==> src/rtl/seq_chunk_adder.sv <==
// Multi-cycle WIDTH-bit adder/subtractor that processes CHUNK bits per clock and carries between chunks.
// Latency: start accepted at edge E0, done pulse and new result visible after edge E0+NCHUNK.
// Backpressure: start is ignored while busy; a new start is accepted on the cycle done is high.
// Ports: clk/rst_n (async active-low); start, a, b, cin, sub in; busy, done, sum, cout, ovf out.
module seq_chunk_adder #(
  parameter int WIDTH = 16,
  parameter int CHUNK = 4
) (
  input  logic             clk,
  input  logic             rst_n,
  input  logic             start,
  input  logic [WIDTH-1:0] a,
  input  logic [WIDTH-1:0] b,
  input  logic             cin,
  input  logic             sub,
  output logic             busy,
  output logic             done,
  output logic [WIDTH-1:0] sum,
  output logic             cout,
  output logic             ovf
);

  localparam int NCHUNK = WIDTH / CHUNK;
  localparam int CW     = (NCHUNK > 1) ? $clog2(NCHUNK) : 1;

  typedef enum logic {IDLE, RUN} state_t;

  state_t           state_q;
  logic [CW-1:0]    cnt_q;
  logic             carry_q;
  logic [WIDTH-1:0] a_q;       // shifts right one chunk per cycle
  logic [WIDTH-1:0] b_q;       // holds b' (b or ~b), shifts like a_q
  logic [WIDTH-1:0] part_q;    // chunk results shift in from the top
  logic             a_msb_q;   // operand sign bits kept for the overflow test
  logic             b_msb_q;
  logic             busy_q;
  logic             done_q;
  logic [WIDTH-1:0] sum_q;
  logic             cout_q;
  logic             ovf_q;

  logic [CHUNK:0]   csum_d;
  logic [WIDTH-1:0] part_d;
  logic [WIDTH-1:0] a_d;
  logic [WIDTH-1:0] b_d;
  logic [WIDTH-1:0] b_eff;
  logic             last_d;
  logic             ovf_d;

  always_comb begin
    // The low chunk of the shifting operand registers is always chunk k.
    csum_d = {1'b0, a_q[CHUNK-1:0]} + {1'b0, b_q[CHUNK-1:0]} + {{CHUNK{1'b0}}, carry_q};
    // After NCHUNK shifts chunk 0 lands at the bottom of part_q.
    part_d = (part_q >> CHUNK) | (WIDTH'(csum_d[CHUNK-1:0]) << (WIDTH - CHUNK));
    a_d    = a_q >> CHUNK;
    b_d    = b_q >> CHUNK;
    b_eff  = sub ? ~b : b;
    last_d = (cnt_q == CW'(NCHUNK - 1));
    ovf_d  = (a_msb_q == b_msb_q) && (part_d[WIDTH-1] != a_msb_q);
  end

  always_ff @(posedge clk or negedge rst_n) begin
    if (!rst_n) begin
      state_q <= IDLE;
      cnt_q   <= '0;
      carry_q <= 1'b0;
      a_q     <= '0;
      b_q     <= '0;
      part_q  <= '0;
      a_msb_q <= 1'b0;
      b_msb_q <= 1'b0;
      busy_q  <= 1'b0;
      done_q  <= 1'b0;
      sum_q   <= '0;
      cout_q  <= 1'b0;
      ovf_q   <= 1'b0;
    end else begin
      done_q <= 1'b0;
      case (state_q)
        IDLE: begin
          if (start) begin
            a_q     <= a;
            b_q     <= b_eff;
            a_msb_q <= a[WIDTH-1];
            b_msb_q <= b_eff[WIDTH-1];
            carry_q <= sub ? 1'b1 : cin;
            part_q  <= '0;
            cnt_q   <= '0;
            busy_q  <= 1'b1;
            state_q <= RUN;
          end
        end
        RUN: begin
          a_q     <= a_d;
          b_q     <= b_d;
          part_q  <= part_d;
          carry_q <= csum_d[CHUNK];
          cnt_q   <= cnt_q + CW'(1);
          if (last_d) begin
            sum_q   <= part_d;
            cout_q  <= csum_d[CHUNK];
            ovf_q   <= ovf_d;
            done_q  <= 1'b1;
            busy_q  <= 1'b0;
            // Clear per-operation state so nothing leaks into the next one.
            carry_q <= 1'b0;
            cnt_q   <= '0;
            state_q <= IDLE;
          end
        end
        default: state_q <= IDLE;
      endcase
    end
  end

  assign busy = busy_q;
  assign done = done_q;
  assign sum  = sum_q;
  assign cout = cout_q;
  assign ovf  = ovf_q;

endmodule

==> config.mk <==
export PLATFORM = sky130hd
export DESIGN_NAME = seq_chunk_adder
export DESIGN_NICKNAME = d
export VERILOG_FILES = /design/src/rtl/seq_chunk_adder.sv
export SDC_FILE = /design/constraint.sdc
export NUM_CORES = 1
export LEC_CHECK = 0
export CAP_MARGIN = 20
export CORE_AREA = 4 4 112 82
export CTS_CLUSTER_DIAMETER = 60
export DETAILED_ROUTE_END_ITERATION = 16
export DIE_AREA = 0 0 116 86
export GPL_ROUTABILITY_DRIVEN = 0
export GPL_TIMING_DRIVEN = 0
export PLACE_DENSITY_LB_ADDON = 0.12
export SLEW_MARGIN = 20
export SYNTH_ARGS = -nofsm -noshare
export SYNTH_HDL_FRONTEND = slang
export SYNTH_SLANG_ARGS = --single-unit
==> constraint.sdc <==
create_clock -name clk -period 2.4 [get_ports clk]
set_input_delay 0.48 -clock clk [delete_from_list [all_inputs] [get_ports clk]]
set_output_delay 0.48 -clock clk [all_outputs]
set_load 0.005 [all_outputs]
[Word level (Yosys, flattened, before mapping)]
Index checks and enable logic that the tools add are counted.
Storage, ports and cells
  output and inout port bits: 20
  input port bits: 37
  logic and storage cells: 50
  flip-flop bits (word level): 74
Cells by class
  equality and inequality tests: 5
  muxes and demuxes: 22
  reduce and logical (&&, ||, !) cells: 4
  $add $sub $neg: 3
  bitwise operators: 3
Operator list (count)
  $pmux 16 s2: 3
  $mux 16: 4
  $not 16->16: 1
  $or 12x16->16: 1
  $mux 1: 9
  $pmux 1 s2: 3
  $reduce_and 2->1: 3
  $add 4x4->5: 1
  $add 5x1->5: 1
  $mux 2: 2
  $pmux 2 s2: 1
  $add 2x1->2 const B: 1
  $eq 2x2->1 const B: 1
  $ne 2x1->1 const B: 1
  $ne 2x2->1 const B: 1
  $eq 1x1->1: 1
  $logic_and 1x1->1: 1
  $ne 1x1->1: 1
  $not 1->1: 1

[Logic depth before layout (Yosys ltp)]
Gate-level depths: netlist (run 1).
  word-level depth: 5
  gate-level depth with buffers: 7
  mapped depth without buffers: 7

[Worst setup path after synthesis (run 1)]
OpenSTA, ideal clock, no wires.
  path kind: register to register
  start point: register carry_q
  end point: register sum_q[15], in the netlist sum[15]
  setup slack: 746 ps
  path buffers: 0
  arrival: 1529 ps
  library setup time: 125 ps
  period minus slack after synthesis: 1654 ps
  data required time: 2275 ps
  stages on the path, launching flop included: 6
  path through: dfrtp_1 -> fa_1 -> a21o_1 -> a21oi_1 -> xnor2_1 -> mux2_2
Between the ends
  word-level cells in the longest chain between the ends: 2
Ends and longest elaborated chain
  start, declared: line 30  | logic carry_q;
  start signal, assigned: line 86  | carry_q <= sub ? 1'b1 : cin;
  start signal, assigned: line 97  | carry_q <= csum_d[CHUNK];
  $add 5x1->5: line 52  | csum_d = {1'b0, a_q[CHUNK-1:0]} + {1'b0, b_q[CHUNK-1:0]} + {{CHUNK{1'b0}}, carry_q};
  $or 12x16->16: line 54  | part_d = (part_q >> CHUNK) | (WIDTH'(csum_d[CHUNK-1:0]) << (WIDTH - CHUNK));
  end signal, assigned: line 100  | sum_q <= part_d;
  end, declared: line 38  | logic [WIDTH-1:0] sum_q;
No other way between the ends.
A chain may end at the register's enable or synchronous reset.

[Worst setup path in the final report (run 1)]
Same ends and word-level chain as after synthesis.

==> impl_metrics.yaml, run 1 <==
run_status:
  outcome: "finished clean"
clock_network:
  cts.clk_slew.worst_paths_ns: 0.05
  cts-root-to-sink-buffers: 2
  cts_resized: 0
  cts-htree-levels: 3
  clock-root-buffer: "sky130_fd_sc_hd__clkbuf_16"
  cts_tree: "built"
  number_of_sinks_handled_by_clock_tree_synthesis: 70
  clock_buffers_created_by_tritoncts: 9
  holdBufCountCts: 0
  insertion_delay_ns: 0.33
  cts_setup_buffers: 0
critical_path:
  worstPathArrival_ns: 2.04
  critPathBufInv: 0
  required_ns: 2.61
  slowest_stage: "sky130_fd_sc_hd__fa_1"
  crit_path_end_kind: "flip-flop"
  crit_fanout: 3
  critPathKind: "reg2reg"
  critical_path.max_stage_delay_ns: 0.44
  startpoint_type: "flip-flop"
  cp_cell_sequence: "fa_1, a21o_1, a21oi_1, xnor2_1, mux2_2"
  cpLargestDelayFamily: "compound AO/OA/AOI/OAI gates"
layout:
  antenna-diode-count: 0
  final_net_count: 401
  multi_input_area_mm2: 0.001309
  nFillCells: 786
  area_delta_synth_final_pct: 32.57
  drive_above_1_share_pct: 11.57
  layout.area.seq_mm2: 0.001752
synthesis:
  seq_area_frac_synth_pct: 55.27
  postSynthCellCount: 292
  synth_cell_types: 29
  synthesized_area_divided_by_synthesized_cell_count_um2: 10.85
  synthTopCellsByArea: "sky130_fd_sc_hd__dfrtp_1, sky130_fd_sc_hd__o21ai_0, sky130_fd_sc_hd__mux2i_1"
  yosys_most_used_dff: "sky130_fd_sc_hd__dfrtp_1"
  yosysWarnings: 0
  synth_xor_xnor_area_share_pct: 4.974
  synth_top_family_by_area: "compound AO/OA/AOI/OAI gates"
  netlist.top_cell.by_area: "sky130_fd_sc_hd__dfrtp_1"
  ys_seq_elements: 70
  synth_enable_flop_cells: 0
  muxShareOfSynthArea_pct: 11.33
  synthDominantCellAreaShare_pct: 55.27
  mappedNetlistNets: 335
  synth-async-reset-ratio_pct: 100.0
  synth-adder-area-share_pct: 2.842
  synth_compound_gate_area_share_pct: 11.69
  simple_gate_fraction_of_synth_area_pct: 10.46
  syn_area_mm2: 0.003169
routing:
  detail_route.wl_per_cell_um: 15.74
  detail_route.iter0.violations: 112
  drtPass1Iterations: 4
  avgViaCountPerCell: 4.923
  totalWireLength_um: 7365
  route.detailed.drc: 0
  drt.antenna.violating_nets: 0
  vias: 2304
sta:
  timing.slew.headroom_pct: 59.70
  finalCriticalPeriod_ns: 1.824
  drv_slew: 0
  setup_violations: 0
  final_hold_viol_count: 0
  period_utilization_post_route_pct: 76.00
  fin_worst_skew_ns: 0.005244
  final.setup.worst_slack_ns: 0.5760
  tightest_slew_ns: 0.6046
  rsz_0062_raised_after_global_routing: "false"
  max_freq_mhz: 548.2
placed_design:
  place.port_buffers: 54
  post-dp-hpwl_um: 5158
  dp_slack_ns: 0.5710
grt:
  vias_in_the_first_global_route: 2370
  number_of_antenna_violations_at_the_first_check_in_global_routing: 0
  globalRouteTotalUtil_pct: 16.24
  grt_first_pass_wirelength_um: 12330
  grt_start_max_net_pins: 50
  globalRoute.totalOverflow: 0
die:
  num_io_pins: 57
  number_of_cell_rows: 28
  die_width_um: 116
  initial_standard_cell_utilization_of_the_core_pct: 38.66
  fp.dieArea_mm2: 0.009976
  floorplan.die.height_um: 86
  core_area_mm2: 0.008198
pwr:
  peakVddDrop_uv: 457.4
  power_density_mw_per_mm2: 1204
  total_leakage_power_nw: 1.899
  design_power_total_w: 0.005059
flow_run:
  cap_viol_max_count: 0
hold_path:
  min_path_type: "in2async"
through the flow:
| step | util, % | setup TNS [ns] | instance area [um2] | std cells | hold WS (ns) |
|---|---|---|---|---|---|
| 6_report | 51.25 | 0 | 4202 | 468 | 0.04713 |
| 4_1_cts | 51.25 | 0 | 4202 | 468 | 0.04774 |
| 3_3_place_gp | 46.86 | -118.40 | 3841 | 451 | 0.4591 |
| 2_1_floorplan | - | 0 | 3169 | 292 | 0.1844 |
| 3_5_place_dp | 47.16 | 0 | 3866 | 452 | 0.3990 |
| 5_1_grt | 51.25 | 0 | 4202 | 468 | 0.06067 |
worst paths after layout:
kind,startpoint,to,slack (ns),depth (start not counted)
hold reg to reg,a_q[13]$_DFFE_PN0P_,a_q[9]$_DFFE_PN0P_,0.48,2
max in group asynchronous,rst_n,b_q[11]$_DFFE_PN0P_,1.81,2
setup / recovery,carry_q$_DFFE_PN0P_,sum[15]$_DFFE_PN0P_,0.58,5
min in group clk,a_q[13]$_DFFE_PN0P_,a_q[9]$_DFFE_PN0P_,0.48,2
setup reg to reg,carry_q$_DFFE_PN0P_,sum[15]$_DFFE_PN0P_,0.58,5
hold / removal,rst_n,sum[8]$_DFFE_PN0P_,0.05,1
power by group:
group / switching [W] / internal, W / leakage [nW] / total (W)
logic: 0.000777 / 0.000864 / 0.829 / 0.00164
clock network: 0.000477 / 0.000993 / 0.166 / 0.00147
registers: 0.000293 / 0.00166 / 0.904 / 0.00195
total: 0.00155 / 0.00351 / 1.90 / 0.00506
registers in the layout, indices dropped and copies added (netlist names), 2 cells and up:
name and flops:
a_q 16, sum 16, part_q 12, b_q 16, cnt_q 2
metal layers:
layer,share of wire [%],GRT usage (%),vias to the layer above
met4,1.5,5.374,0
met5,0,0,-
met3,4.8,4.725,8
met2,42,22.51,47
met1,52,24.22,1119
li1,-,-,1130
cells in the mapped netlist (2+ instances only):
master and count:
sky130_fd_sc_hd__nor2_1 12, sky130_fd_sc_hd__inv_1 5, sky130_fd_sc_hd__o22ai_1 2, sky130_fd_sc_hd__nand2b_1 10
sky130_fd_sc_hd__ha_1 4, sky130_fd_sc_hd__a22o_1 5, sky130_fd_sc_hd__a211oi_1 4, sky130_fd_sc_hd__mux2i_1 19
sky130_fd_sc_hd__buf_4 2, sky130_fd_sc_hd__buf_2 6, sky130_fd_sc_hd__o21ai_0 46, sky130_fd_sc_hd__clkbuf_1 11
sky130_fd_sc_hd__xnor2_1 17, sky130_fd_sc_hd__mux2_2 15, sky130_fd_sc_hd__dfrtp_1 70, sky130_fd_sc_hd__nand2_1 46
sky130_fd_sc_hd__fa_1 2, sky130_fd_sc_hd__a21oi_1 3, sky130_fd_sc_hd__a21o_1 3
layout make-up:
type                    instances  area share (%)
flip-flops and latches         70           41.69
clock inverters                 3           1.549
well taps                     105           3.127
multi-input cells             197           31.15
plain buffers                  19           2.055
repair buffers                 55           13.46
clock buffers                  13           6.432
inverters                       6          0.5360
cells by family (layout without fill, tap and decap cells):
logic type / count (synthesis) / after routing
AO/OA/AOI/OAI: 65 / 65
AND/OR/NAND/NOR: 74 / 74
flip-flops: 70 / 70
buffers and inverters: 25 / 96
multiplexers: 34 / 34
adder cells (fa/ha/maj): 6 / 6
XOR/XNOR: 18 / 18
cells in the final DEF, fill, tap and decap left out, types with 6 or more instances in the layout:
master / n
sky130_fd_sc_hd__buf_2: 6
sky130_fd_sc_hd__clkbuf_1: 12
sky130_fd_sc_hd__clkbuf_16: 9
sky130_fd_sc_hd__clkdlybuf4s50_1: 53
sky130_fd_sc_hd__dfrtp_1: 70
sky130_fd_sc_hd__mux2_2: 15
sky130_fd_sc_hd__mux2i_1: 19
sky130_fd_sc_hd__nand2_1: 46
sky130_fd_sc_hd__nand2b_1: 10
sky130_fd_sc_hd__nor2_1: 12
sky130_fd_sc_hd__o21ai_0: 46
sky130_fd_sc_hd__xnor2_1: 17
No activity file was read; power rests on OpenSTA's default activity.
==> run 2: changes to the inputs <==
- clock period: 2.4 -> 1.6 ns (I/O delays scaled with it)
==> impl_metrics.yaml, run 2 (synthesis gave the netlist of run 1 again) <==
clock_network:
  clock_buffers_created_by_tritoncts: 9
  cts_setup_buffers: 0
  insertion_delay_ns: 0.32
  cts.clk_slew.worst_paths_ns: 0.05
  cts_tree: "built"
  clock-root-buffer: "sky130_fd_sc_hd__clkbuf_16"
  number_of_sinks_handled_by_clock_tree_synthesis: 70
  cts-root-to-sink-buffers: 2
  cts-htree-levels: 3
sta:
  setup_violations: 5
  final.setup.worst_slack_ns: -0.09124
  fin_worst_skew_ns: 0.007621
  tightest_slew_ns: 0.6580
  final_hold_viol_count: 0
  timing.slew.headroom_pct: 56.13
  period_utilization_post_route_pct: 105.7
  finalHoldWorstSlack_ns: 0.4086
  max_freq_mhz: 591.3
  finalCriticalPeriod_ns: 1.691
  drv_slew: 0
  rsz_0062_raised_after_global_routing: "true"
pwr:
  switching_share_pct: 31.73
  total_leakage_power_nw: 1.895
  internal_portion_of_total_power_w: 0.005139
  pwr-share-comb_pct: 35.1
  peakVddDrop_uv: 689.7
  power.share.sequential_pct: 39.0
  switching_pwr_w: 0.002388
  clock_power_share_pct: 25.9
  power_density_mw_per_mm2: 1790
  design_power_total_w: 0.007527
flow_run:
  cap_viol_max_count: 0
critical_path:
  worstPathArrival_ns: 1.90
  critPathKind: "reg2reg"
  startpoint_type: "flip-flop"
  reg2reg_to: "sum[15]$_DFFE_PN0P_"
  crit_fanout: 3
  worstReg2RegStart: "carry_q$_DFFE_PN0P_"
  crit_path_end_kind: "flip-flop"
  reg2regPathDepth: 5
  reg2reg_slack_ns: -0.09
  required_ns: 1.81
placed_design:
  place.port_buffers: 54
  post-dp-hpwl_um: 5304
  placed_cells_incl_taps: 452
  dp_slack_ns: -0.08046
routing:
  drt.antenna.violating_nets: 0
  avgViaCountPerCell: 4.936
  vias: 2305
  detail_route.iter0.violations: 75
  detail_route.wl_per_cell_um: 16.12
  drtPass1Iterations: 4
  totalWireLength_um: 7529
  route.detailed.drc: 0
layout:
  area_delta_synth_final_pct: 32.69
  nFillCells: 781
  layout.area.seq_mm2: 0.001752
  drive_above_1_share_pct: 13.26
  mostFrequentLayoutCell: "sky130_fd_sc_hd__dfrtp_1"
  multi_input_area_mm2: 0.001343
  final_net_count: 402
  layout.cells.most_common_list: "sky130_fd_sc_hd__dfrtp_1, sky130_fd_sc_hd__clkdlybuf4s50_1, sky130_fd_sc_hd__nand2_1"
  stdcell_count: 467
  antenna-diode-count: 0
grt:
  globalRouteTotalUtil_pct: 16.61
  grt_start_max_net_pins: 56
  grt_first_pass_wirelength_um: 12680
  vias_in_the_first_global_route: 2361
  number_of_antenna_violations_at_the_first_check_in_global_routing: 0
  globalRoute.totalOverflow: 0
die:
  floorplan.die.height_um: 86
  die_width_um: 116
  number_of_cell_rows: 28
  core_area_mm2: 0.008198
  fp.dieArea_mm2: 0.009976
  num_io_pins: 57
  initial_standard_cell_utilization_of_the_core_pct: 38.66
run_status:
  failed_checks: "setup timing"
  outcome: "finished, violations left"
hold_path:
  min_path_type: "in2async"
## run 2: per-stage QoR
stage | cell area [um2] | setup TNS, ns | util (%)
2_1_floorplan | 3182 | 0 | -
3_3_place_gp | 3854 | -162.74 | 47.01
3_5_place_dp | 3879 | -0.1965 | 47.31
4_1_cts | 4182 | -0.1686 | 51.01
5_1_grt | 4205 | -0.4653 | 51.30
6_report | 4205 | -0.1925 | 51.30
## run 2: critical path: stages (launching register included)
cell	delay [ns]
sky130_fd_sc_hd__dfrtp_1	0.40
sky130_fd_sc_hd__fa_2	0.40
sky130_fd_sc_hd__a21o_1	0.22
sky130_fd_sc_hd__a21oi_4	0.19
sky130_fd_sc_hd__xnor2_2	0.11
sky130_fd_sc_hd__mux2_4	0.26
## run 2: layout make-up
| class | instances | area share (%) |
|---|---|---|
| Buffer | 19 | 2.172 |
| Clock buffer | 13 | 6.189 |
| Clock inverter | 1 | 0.7141 |
| Inverter | 6 | 0.5356 |
| Multi-Input combinational cell | 197 | 31.93 |
| Sequential cell | 70 | 41.65 |
| Tap cell | 105 | 3.124 |
| Timing Repair Buffer | 56 | 13.69 |
## run 2: power groups by stage
stage,clock [W],sequential [W],combinational [W]
after global routing,0.00209,0.00303,0.00295
after floorplan,0,0.00284,0.00154
after detailed placement,0,0.00296,0.00256
after global placement,0,0.00294,0.00250
after CTS,0.00199,0.00294,0.00259
final,0.00195,0.00294,0.00264
## run 2: how the worst max path moves through the flow
stage / startpoint / to / slack, ns / cells after the start
after floorplan: carry_q$_DFFE_PN0P_ / carry_q$_DFFE_PN0P_ / 0.04 / 7
after global placement: rst_n / a_q[14]$_DFFE_PN0P_ / -2.33 / 1
after detailed placement: carry_q$_DFFE_PN0P_ / carry_q$_DFFE_PN0P_ / -0.08 / 7
after CTS: carry_q$_DFFE_PN0P_ / carry_q$_DFFE_PN0P_ / -0.07 / 7
after global routing: carry_q$_DFFE_PN0P_ / sum[15]$_DFFE_PN0P_ / -0.13 / 5
final: carry_q$_DFFE_PN0P_ / sum[15]$_DFFE_PN0P_ / -0.09 / 5
## run 2: repair_timing
item	4_1_cts	5_1_grt
gates resized for setup	3	9
endpoints found under the setup margin	4	15
pin swaps	2	3
hold buffers	1	0
endpoints found under the hold margin	15	0
## run 2: per-layer routing
layer | vias to the layer above | track usage (%) | share of wire [%]
met2 | 43 | 22.56 | 41
met1 | 1127 | 26.09 | 53
met4 | 0 | 3.267 | 1.2
met3 | 9 | 4.866 | 4.2
li1 | 1126 | - | -
met5 | - | 0 | 0
